$ cat config.mk
export PLATFORM = sky130hd
export DESIGN_NAME = mult_seq_9
export DESIGN_NICKNAME = d
export VERILOG_FILES = /design/src/rtl/mult_seq_pkg.sv /design/src/rtl/adder_rc_9_instant.sv /design/src/rtl/mult_seq_9.sv
export SDC_FILE = /design/constraint.sdc
export NUM_CORES = 1
export LEC_CHECK = 0
export CORE_ASPECT_RATIO = 0.9
export CORE_MARGIN = 2
export CORE_UTILIZATION = 45
export DETAILED_ROUTE_END_ITERATION = 8
export PLACE_DENSITY = 0.83
export SLEW_MARGIN = 20
export SYNTH_ARGS = -nofsm -noshare
export SYNTH_HDL_FRONTEND = slang
export SYNTH_SLANG_ARGS = --single-unit
$ cat constraint.sdc
create_clock -name clk -period 4.6 [get_ports clk]
set_input_delay 0.46 -clock clk [delete_from_list [all_inputs] [get_ports clk]]
set_output_delay 0.46 -clock clk [all_outputs]
set_load 0.01 [all_outputs]
$ cat src/rtl/mult_seq_pkg.sv
// Shared definitions for the sequential shift-and-add multiplier:
// state encoding and the fixed datapath widths.
package mult_seq_pkg;

  localparam int MULT_WIDTH = 9;
  localparam int MULT_CNT_W = 4;

  typedef enum logic [1:0] {
    ST_IDLE = 2'd0,
    ST_RUN  = 2'd1,
    ST_DONE = 2'd2
  } state_t;

endpackage

$ cat src/rtl/adder_rc_9_instant.sv
// Ripple-carry adder shared by the multiplier; S carries the carry-out
// in its top bit so the shift step can use it directly.
module adder_rc_9_instant #(
  parameter int WIDTH = 9
) (
  input  logic [WIDTH-1:0] A,
  input  logic [WIDTH-1:0] B,
  output logic [WIDTH:0]   S
);

  logic [WIDTH:0] carry;

  assign carry[0] = 1'b0;

  for (genvar i = 0; i < WIDTH; i++) begin : g_bit
    assign S[i]       = A[i] ^ B[i] ^ carry[i];
    assign carry[i+1] = (A[i] & B[i]) | (A[i] & carry[i]) | (B[i] & carry[i]);
  end

  assign S[WIDTH] = carry[WIDTH];

endmodule

$ cat src/rtl/mult_seq_9.sv
// Sequential unsigned multiplier: one adder pass per cycle over WIDTH cycles.
// Optional MULT_ZERO_BYPASS_EN sends zero-operand requests straight to DONE.
module mult_seq_9
  import mult_seq_pkg::*;
#(
  parameter int WIDTH = MULT_WIDTH,
  parameter int CNT_W = MULT_CNT_W
) (
  input  logic               clk,
  input  logic               reset,
  input  logic               start,
  input  logic [WIDTH-1:0]   a,
  input  logic [WIDTH-1:0]   b,
  output logic               ready,
  output logic               busy,
  output logic               done,
  output logic [2*WIDTH-1:0] product
);

  state_t state_q, state_d;

  logic [WIDTH-1:0]   mcand_q, mcand_d;
  logic [WIDTH-1:0]   hi_q, hi_d;
  logic [WIDTH-1:0]   lo_q, lo_d;
  logic [CNT_W-1:0]   count_q, count_d;
  logic [2*WIDTH-1:0] product_q, product_d;

  logic [WIDTH-1:0] addend;
  logic [WIDTH:0]   sum;

  // Adder adds the multiplicand only when the multiplier bit under the shift is set.
  assign addend = lo_q[0] ? mcand_q : '0;

  adder_rc_9_instant #(
    .WIDTH(WIDTH)
  ) u_adder (
    .A(hi_q),
    .B(addend),
    .S(sum)
  );

  always_ff @(posedge clk) begin
    if (reset) begin
      state_q   <= ST_IDLE;
      mcand_q   <= '0;
      hi_q      <= '0;
      lo_q      <= '0;
      count_q   <= '0;
      product_q <= '0;
    end else begin
      state_q   <= state_d;
      mcand_q   <= mcand_d;
      hi_q      <= hi_d;
      lo_q      <= lo_d;
      count_q   <= count_d;
      product_q <= product_d;
    end
  end

  always_comb begin
    state_d   = state_q;
    mcand_d   = mcand_q;
    hi_d      = hi_q;
    lo_d      = lo_q;
    count_d   = count_q;
    product_d = product_q;

    case (state_q)
      ST_IDLE: begin
        if (start) begin
          mcand_d = a;
          lo_d    = b;
          hi_d    = '0;
          count_d = '0;
          state_d = ST_RUN;
`ifdef MULT_ZERO_BYPASS_EN
          if ((a == '0) || (b == '0)) begin
            state_d   = ST_DONE;
            product_d = '0;
          end
`endif
        end
      end

      ST_RUN: begin
        hi_d    = sum[WIDTH:1];
        lo_d    = {sum[0], lo_q[WIDTH-1:1]};
        count_d = count_q + 1'b1;
        // The last step's shifted value is captured straight into the product.
        if (count_q == CNT_W'(WIDTH - 1)) begin
          state_d   = ST_DONE;
          product_d = {sum[WIDTH:1], sum[0], lo_q[WIDTH-1:1]};
        end
      end

      ST_DONE: begin
        state_d = ST_IDLE;
      end

      default: begin
        state_d = ST_IDLE;
      end
    endcase
  end

  assign ready   = (state_q == ST_IDLE);
  assign busy    = (state_q == ST_RUN);
  assign done    = (state_q == ST_DONE);
  assign product = product_q;

endmodule
-- After elaboration in Yosys (flattened, before gate mapping)
Index checks and enable logic that the tools add are counted.
- bits in registers: 51
- bits of input ports: 21
- output and inout bits: 21
- word-level logic and storage cells: 86
- add/subtract/negate cells: 1
- equality and inequality tests: 5
- multiplexer cells: 10
- bitwise operators: 58
- reduce and logical (&&, ||, !) cells: 6
- operators with widths (operator ; number):
    case mux 9 bit (2 select lines) ; 2
    two-way mux 9 bit ; 3
    AND 1 bit ; 25
    XOR 1 bit ; 17
    bitwise OR 1 bit ; 16
    case mux 4 bit (2 select lines) ; 1
    AND reduction 2 bit ; 4
    adder 4 x 1 -> 4 bit, second input constant ; 1
    equality test 4 bit, second input constant ; 1
    two-way mux 2 bit ; 2
    two-way mux 4 bit ; 1
    case mux 2 bit (2 select lines) ; 1
    equality test 2 x 1 -> 1 bit, second input constant ; 1
    equality test 2 bit, second input constant ; 1
    zero test 2 bit ; 1
    != test 2 x 1 -> 1 bit, second input constant ; 1
    != test 2 bit, second input constant ; 1
    nonzero test 2 bit ; 1

-- Longest topological paths before layout
Gate-level depths: netlist of run 1.
- depth after elaboration: 27
- mapped depth: 16
- mapped depth without buffers: 15

-- Cells and area by module
From an unflattened synthesis of run 1, not the netlist that was laid out.
- cell total of the unflattened synthesis: 240
- area, all modules: 2252.2 sq um
- by module, submodules not included (module ; times used ; cells an instance ; area an instance (sq um) ; sequential area each (sq um)):
    mult_seq_9 ; 1 ; 226 ; 2060.7 ; 1021.0
    adder_rc_9_instant ; 1 ; 14 ; 191.4 ; 0.0

-- Least setup slack after synthesis of run 1
Ideal clock, no wire load.
- kind: register to register
- from: register lo_q[0]
- to: register hi_q[7]
- library setup time: 0.132 ns
- data arrival time: 3.967 ns
- data required time: 4.468 ns
- slack: 0.501 ns
- cell stages (with the launch flop): 17
- path buffers: 1
- clock period less this slack: 4.099 ns
- cells stage by stage: dfxtp_1 -> clkbuf_1 -> and2_1 -> ha_1 -> inv_1 -> fa_1 -> inv_1 -> fa_1 -> inv_1 -> fa_1 -> fa_1 -> fa_1 -> fa_1 -> fa_1 -> fa_1 -> nand2b_1 -> a21oi_1
- cells in the longest elaborated chain, start to end: 25
- elaborated cells on any way between the ends: 40
- classes of those cells: mux: 2; bitwise: 38
- RTL lines (element ; RTL line ; RTL):
    start: declaration ; mult_seq_9.sv:24 ; logic [WIDTH-1:0] lo_q, lo_d;
    start signal: assignment ; mult_seq_9.sv:54 ; lo_q <= lo_d;
    two-way mux 9 bit * ; mult_seq_9.sv:32 ; assign addend = lo_q[0] ? mcand_q : '0;
    AND 1 bit (2 in a row) ; adder_rc_9_instant.sv:17 ; assign carry[i+1] = (A[i] & B[i]) | (A[i] & carry[i]) | (B[i] & carry[i]);
    bitwise OR 1 bit (2 in a row) ; adder_rc_9_instant.sv:17 ;
    AND 1 bit ; adder_rc_9_instant.sv:17 ;
    bitwise OR 1 bit (2 in a row) ; adder_rc_9_instant.sv:17 ;
    AND 1 bit ; adder_rc_9_instant.sv:17 ;
    bitwise OR 1 bit (2 in a row) ; adder_rc_9_instant.sv:17 ;
    AND 1 bit ; adder_rc_9_instant.sv:17 ;
    bitwise OR 1 bit (2 in a row) ; adder_rc_9_instant.sv:17 ;
    AND 1 bit ; adder_rc_9_instant.sv:17 ;
    bitwise OR 1 bit (2 in a row) ; adder_rc_9_instant.sv:17 ;
    AND 1 bit ; adder_rc_9_instant.sv:17 ;
    bitwise OR 1 bit (2 in a row) ; adder_rc_9_instant.sv:17 ;
    AND 1 bit ; adder_rc_9_instant.sv:17 ;
    bitwise OR 1 bit (2 in a row) ; adder_rc_9_instant.sv:17 ;
    XOR 1 bit * ; adder_rc_9_instant.sv:16 ; assign S[i] = A[i] ^ B[i] ^ carry[i];
    case mux 9 bit (2 select lines) * ; mult_seq_9.sv:68 ; case (state_q)
    end signal: assignment ; mult_seq_9.sv:53 ; hi_q <= hi_d;
    end: declaration ; mult_seq_9.sv:23 ; logic [WIDTH-1:0] hi_q, hi_d;
Mark *: on every way between the ends. The rest lies on a longest branch, timed or not.
A chain may end at the register's enable or synchronous reset.

-- Worst setup path after layout of run 1
Same ends and word-level chain as after synthesis.

==> results of run 1 <==
-- registers in the layout (all words and copies together), names as in the netlist --
name and count:
state_q 2, hi_q 9, product 18, lo_q 9, mcand_q 9, count_q 4
-- path summary, 6_finish.rpt --
| path | endpoint | slack [ns] | cells after the start |
|---|---|---|---|
| max | hi_q[7]$_SDFFE_PP0P_ | 0.54 | 15 |
| min | mcand_q[1]$_SDFFE_PP0P_ | 0.46 | 2 |
| max reg2reg | hi_q[7]$_SDFFE_PP0P_ | 0.54 | 15 |
| min reg2reg | mcand_q[1]$_SDFFE_PP0P_ | 0.46 | 2 |
-- critical path, stage by stage (launching register included) --
cell and delay [ns]:
dfxtp_1 0.35, and2_1 0.13, ha_1 0.13, inv_1 0.05, fa_1 0.36, inv_1 0.08, fa_1 0.16, inv_1 0.05
fa_1 0.38, fa_1 0.40, fa_1 0.39, fa_1 0.40, fa_1 0.39, fa_1 0.46, nand2b_1 0.15, a21oi_1 0.12
-- area by class of cell --
| class | instances | share of cell area |
|---|---|---|
| repair buffers | 43 | 0.155 |
| flip-flops and latches | 51 | 0.371 |
| clock buffers | 5 | 0.0250 |
| inverters | 15 | 0.0223 |
| multi-input cells | 162 | 0.390 |
| clock inverters | 3 | 0.00728 |
| well taps | 65 | 0.0296 |
-- power groups by stage --
stage / combinational (mW) / sequential (mW) / clock [mW]
2_1_floorplan: 0.0639 / 0.475 / 0
3_3_place_gp: 0.0902 / 0.481 / 0
3_5_place_dp: 0.0921 / 0.481 / 0
4_1_cts: 0.0925 / 0.471 / 0.257
5_1_grt: 0.102 / 0.474 / 0.279
6_report: 0.0920 / 0.472 / 0.253
-- metal layers --
metal	vias up	share of wire
met5	-	0
met4	0	0.014
met3	5	0.044
met2	37	0.47
met1	838	0.47
li1	892	-
-- layout by cell type (no fill, tap or decap), types with 9 or more instances in the layout --
cell / Yosys / final
a21oi_1: 30 / 30
nand2b_1: 16 / 16
inv_1: 13 / 13
nand3_1: 12 / 12
clkdlybuf4s50_1: 0 / 41
or3b_2: 9 / 9
nor2_1: 14 / 14
nand2_1: 27 / 27
dfxtp_1: 51 / 51
a22o_1: 9 / 9
-- cell families after synthesis --
kind of cell | after synthesis | synth area share
buffers and inverters | 32 | 0.0639
AOI/OAI and AO/OA | 53 | 0.155
DFF | 51 | 0.457
adders and majority gates | 11 | 0.0886
and+or+nand+nor | 98 | 0.235
-- stage by stage --
stage	power, mW	std cells	util	setup WS, ns
after global routing	0.854	344	0.573	0.366
after floorplan	0.539	245	-	0.501
after detailed placement	0.574	336	0.553	0.547
final	0.817	344	0.573	0.537
after CTS	0.821	344	0.572	0.522
after global placement	0.571	336	0.553	0.705
==> run summary, run 1 <==
The run finished with clean final reports. For the proportion of synthesized chip area in sequential cells, the log shows 0.457. The floorplan core area came out at 4800 µm². Summed over all failing endpoints, the final setup total negative slack is 0 ns.

The post-detailed-route wirelength per cell works out to 13.7 µm. Post-CTS repair changed the size of 0 cells. The busiest metal layer after global routing was met2. For this run, the top clock speed supported by timing is 246 MHz.

Across the whole layout, storage elements account for 1020 µm². TritonCTS built the clock tree. The class of the worst hold path was flop to flop. In this run the worst setup path begins at lo_q[0]$_SDFFE_PP0P_. Type of origin of the critical path: a flop.

The first global-routing pass estimated 7830 µm of wire. Global-route track usage on met1: 0.240. For this run, design rule violations remaining after detail routing come to 0. The logs give 0 for the count of pins over their slew limit and 42 for the number of ports placed on the die boundary. Hold timing on the final database bottoms out at a slack of 0.463 ns. The run gives 0 as the antenna diode count. The global-route track usage on met3 was 0.0306; the total internal power was 0.607 mW. The logs give 51 for the clock net sink count and 245 for the post-synthesis instance total. The initial cell density of the core was 0.465.

In this run the power spent charging and discharging nets is 0.210 mW. The switching share of power is 0.257. For the area of the die, the log shows 5540 µm². The worst IR drop on VDD was 140 µV; the area of the mapped netlist was 2230 µm². Global routing finished with a remaining overflow of 0. The dominant cell type by area after synthesis was dfxtp_1.

The cell sitting at the root of the clock tree is a clkbuf_8. The multi-input combinational cells in the finished layout cover a total of 1070 µm². STA puts the critical path data required time at 4.85 ns. The fraction of layout cells with a size suffix above 1 works out to 0.0896. The commonest cells after synthesis are dfxtp_1, a21oi_1, nand2_1.

In this run the static leakage power is 0.940 nW. The clock network fraction of design power was 0.310. The net count of the finished layout is 310. Dividing total power by cell area gives a power density of 297 nW/µm².

The number of nets handed over by synthesis was 277. After routing the design area is 2750 µm². A synthesized cell averages 9.11 µm². Among all cell types in the netlist, the one instantiated most often is dfxtp_1.

The post-route fraction of the period consumed by the critical path was 0.883. The number of storage elements in the synthesis netlist works out to 51. After synthesis, the cell types taking the most area are dfxtp_1, fa_1, a21oi_1. Number of antenna violations at the first check in global routing: 0. The combinational group share of total power is 0.113, and the final setup violation count is 0. The tools report the global router's overall resource usage as 0.180. The clock period could shrink to 4.06 ns. The number of hold violations in the final report is 0.

The area growth from synthesis to layout is 23.3%. Post-detailed-route via-to-cell ratio: 5.15. Clock-pin slew was measured on the worst setup and hold paths at 0.10 ns.

The slew at the pin closest to its max-slew limit was 0.836 ns; the routed wire length was 4730 µm. The number of global-route vias before repair was 1736. The worst setup path is captured at a flop. The worst relative slew slack came out at 0.442.

The clock latency of the later-clocked register in the worst-skew pair was 0.31 ns; the number of CTS-inserted buffers was 5. The post-route antenna net violation count is 0. The y dimension of the die works out to 70.8 µm. After clock tree synthesis, the setup repair step added 0 buffers.

Setup repair after global routing left no endpoint under its margin. The proportion of register bits with asynchronous set or reset after synthesis was 0; the max-capacitance violation count was 0. Detailed placement ended at an HPWL of 3320 µm.

In this run the critical register-to-register path is launched from lo_q[0]$_SDFFE_PP0P_. Once placement finished, the instance area stood at 2660 µm². The number of distinct library cells after synthesis came out at 35.

For the sequential fraction of design power, the log shows 0.577. The clock arrives with 0.00969 ns of skew. The layout has 420 filler cells. The worst setup path category was flop to flop. The tools report the number of buffers on the longest clock path as 2. In this run the tool buffered the top-level ports with 41 buffer cells.

Number of levels the H-tree was split into: 2. The detailed router finished its first iteration with 126 violations. Of all nets on the critical path, the largest fanout is 2.

The floorplan has 24 rows. For this run, the number of Yosys warnings is 0. The first detailed-routing pass ran for 4 iterations.

The startpoint identified for the worst hold timing path is mcand_q[1]$_SDFFE_PP0P_. The floorplan die width is 78.2 µm. At the end of routability-driven placement, the weighted congestion stood at 0.830. The final route contains 1772 vias.

For the number of hold buffers added after CTS, the log shows 0. The area share of the leading cell type in the synthesized netlist was 0.457. The global-route track usage on met2 came out at 0.288. The most used flip-flop cell after synthesis is dfxtp_1.

In this run, synthesis inferred 0 flip-flops with an integrated enable. Entering global routing, the biggest net connects 37 pins. The signal arrival time at the worst endpoint is 4.31 ns.
Note: power is estimated with default switching activity, not from simulation.
==> run 2: changes to the inputs <==
--- a/config.mk
+++ b/config.mk
@@ -10,6 +10,7 @@
 export CORE_UTILIZATION = 45
 export DETAILED_ROUTE_END_ITERATION = 8
 export PLACE_DENSITY = 0.83
+export REMOVE_ABC_BUFFERS = 1
 export SLEW_MARGIN = 20
 export SYNTH_ARGS = -nofsm -noshare
 export SYNTH_HDL_FRONTEND = slang
==> run 2 against run 1 <==
Against the previous run:
- sequential power barely moved
- global-route usage is 0.28 points higher
- clock skew fell by 0.0036 ns
- critical endpoint unchanged
- non-clock buffer count up 1
==> run summary, run 2 (same netlist as run 1, synthesis figures left out) <==
In the final routed layout, each cell accounts on average for 13.8 µm. In this run, CTS created clock tree buffers numbering 5. The worst-case IR drop observed on VDD is 152 µV. The largest net degree at the start of global routing was 37; the number of hold buffers added after CTS was 0.

In the layout the commonest cells are dfxtp_1, clkdlybuf4s50_1, a21oi_1. The first-pass GRT wire length was 8080 µm. The maximum net fanout on the critical path is 2. The post-route fraction of the period consumed by the critical path works out to 0.871. The worst setup path is of the flop to flop kind. TritonCTS built the clock tree.

For this run, the post-layout net count is 311. The detail route stage leaves a number of antenna-violating nets equal to 0. The logs give 427 for the number of fill cells in the layout and 337 for the cell total after placement.

In this run the static leakage power is 0.944 nW. The die covers 5540 µm². On the worst path, the slowest cell contributes a delay of 0.46 ns.

The post-cts gate resize count came out at 0. Detailed placement ended at an HPWL of 3170 µm. The layout overhead on the synthesized area is 23.0%, and the fraction of layout cells with a size suffix above 1 is 0.0821. The class of the worst hold path is flop to flop. The share of the core filled with cells was 0.572; the setup skew after layout was 0.00606 ns. The cell area power density was 296 nW/µm².

In this run the vertical extent of the chip is 70.8 µm. The logs give 0.183 for the global router's overall resource usage and 0.465 for the initial cell density of the core. The smallest clock period supported by the final layout is computed as 4.01 ns.

The layer flagged by global routing as most heavily used is met2. The most numerous cell on the critical path was fa_1. Setup repair after global routing left no endpoint under its margin. The worst hold margin is 0.467 ns.

The H-tree generated during clock tree synthesis spans 2 levels. For this run the aggregate overflow at the end of global routing stands at 0. After floorplanning, the core was divided into 24 placement rows. Instance count along the most critical hold path: 2.

Leading cell type in the layout, fill and taps excluded: dfxtp_1. For this run, the detailed router's first-pass iteration total came to 4. The logs give 51 for the clock net sink count and 0.367 for the worst relative slew slack.

The tools report the root buffer cell as clkbuf_8. For the global-route track usage on met3, the log shows 0.0421. The run finished with clean final reports. For the pin with the worst max-slew slack, the measured transition is 0.949 ns. The tool flagged a number of max-cap violations equal to 0. Measured in cells, the most critical reg-to-reg path has a length of 15. In this run the standard cell core region covers 4800 µm². The signal arrival time at the worst endpoint came out at 4.24 ns. The post-detailed-route via-to-cell ratio works out to 5.20.

The register with the most flip-flops in the layout has 18 of them. Wires add up to 4760 µm. The antenna diode count was 0. The cell with the biggest individual delay on the critical path is fa_1. STA classifies the critical path startpoint as a flop. Clock-pin slew was measured on the worst setup and hold paths at 0.09 ns. Excluding fillers, the count of instances in the completed layout stands at 345.

The number of global-route vias before repair was 1752. The tools report the critical path data required time as 4.83 ns. Walking the worst path, the cells encountered are and2_1 > ha_1 > inv_1 > fa_1 > inv_1 > fa_1 > inv_1 > fa_1 > fa_1 > fa_1 > fa_1 > fa_1 > fa_1 > nand2b_1 > a21oi_1.

The logs give 0 for the final setup violation count and 0 for the number of antenna violations at the first check in global routing. The tools report the global-route track usage on met1 as 0.244. For the worst-skew pair, the clock arrives at the later sink with an insertion delay of 0.30 ns.

The clock passes through at most 2 buffers. Buffers placed on the I/O ports in this run total 41. Pin placement for this block handled 42 I/O pins.

Across all layers, the routed design uses 1793 vias. In this run the horizontal extent of the chip is 78.2 µm. After the first detailed-routing iteration, the DRC count stood at 127. The number of hold violations in the final report came out at 0. Post-CTS timing repair inserted 0 buffers for setup. The design draws 0.812 mW.

The congestion estimate from routability-driven global placement came to 0.764. For the global-route track usage on met2, the log shows 0.298. The worst setup path is captured at a flop. The logs give 250 MHz for the maximum clock rate and 0 for the number of design rule violations left after detail routing.

The count of pins over their slew limit is 0. The tools report the final sum of negative setup slack as 0 ns.
==> run 2: cell type report <==
cell class,instances,area (µm²),share of cell area
clock buffer,7,76.3,0.0278
clock inverter,1,5.00,0.00182
inverter,15,61.3,0.0223
multi-input combinational,162,1070,0.389
sequential,51,1020,0.372
tap,65,81.3,0.0296
timing repair buffer,44,433,0.158
==> run 2: power breakdown <==
part	switching, mW	total [mW]	internal [mW]	leakage (nW)
registers	0.0145	0.471	0.457	0.415
logic	0.0485	0.0934	0.0449	0.486
clock network	0.140	0.247	0.107	0.0422
==> run 2: final timing paths <==
check	start	end	slack, ns
max	mcand_q[0]$_SDFFE_PP0P_	hi_q[7]$_SDFFE_PP0P_	0.59
min reg2reg	mcand_q[7]$_SDFFE_PP0P_	mcand_q[7]$_SDFFE_PP0P_	0.47
max reg2reg	mcand_q[0]$_SDFFE_PP0P_	hi_q[7]$_SDFFE_PP0P_	0.59
min	mcand_q[7]$_SDFFE_PP0P_	mcand_q[7]$_SDFFE_PP0P_	0.47
==> run 2: stage by stage <==
| stage | setup slack, ns | area, µm² |
|---|---|---|
| final | 0.594 | 2750 |
| after CTS | 0.582 | 2750 |
| after global routing | 0.370 | 2750 |
| after detailed placement | 0.617 | 2670 |
| after global placement | 0.696 | 2670 |
| after floorplan | 0.622 | 2150 |
==> run 2: routing by layer <==
| layer | wire, µm | part of all wire |
|---|---|---|
| met1 | 2290 | 0.48 |
| met2 | 2300 | 0.48 |
| met3 | 135 | 0.028 |
| met4 | 34 | 0.0071 |
| met5 | 0 | 0 |
==> run 2: worst max-delay path: cells and delay by family, from the launching register on <==
| family | cells | cell delay [ns] |
|---|---|---|
| and+or+nand+nor | 2 | 0.29 |
| buffers and inverters | 3 | 0.18 |
| DFF | 1 | 0.34 |
| adders and majority gates | 9 | 3.01 |
| AOI/OAI and AO/OA | 1 | 0.13 |
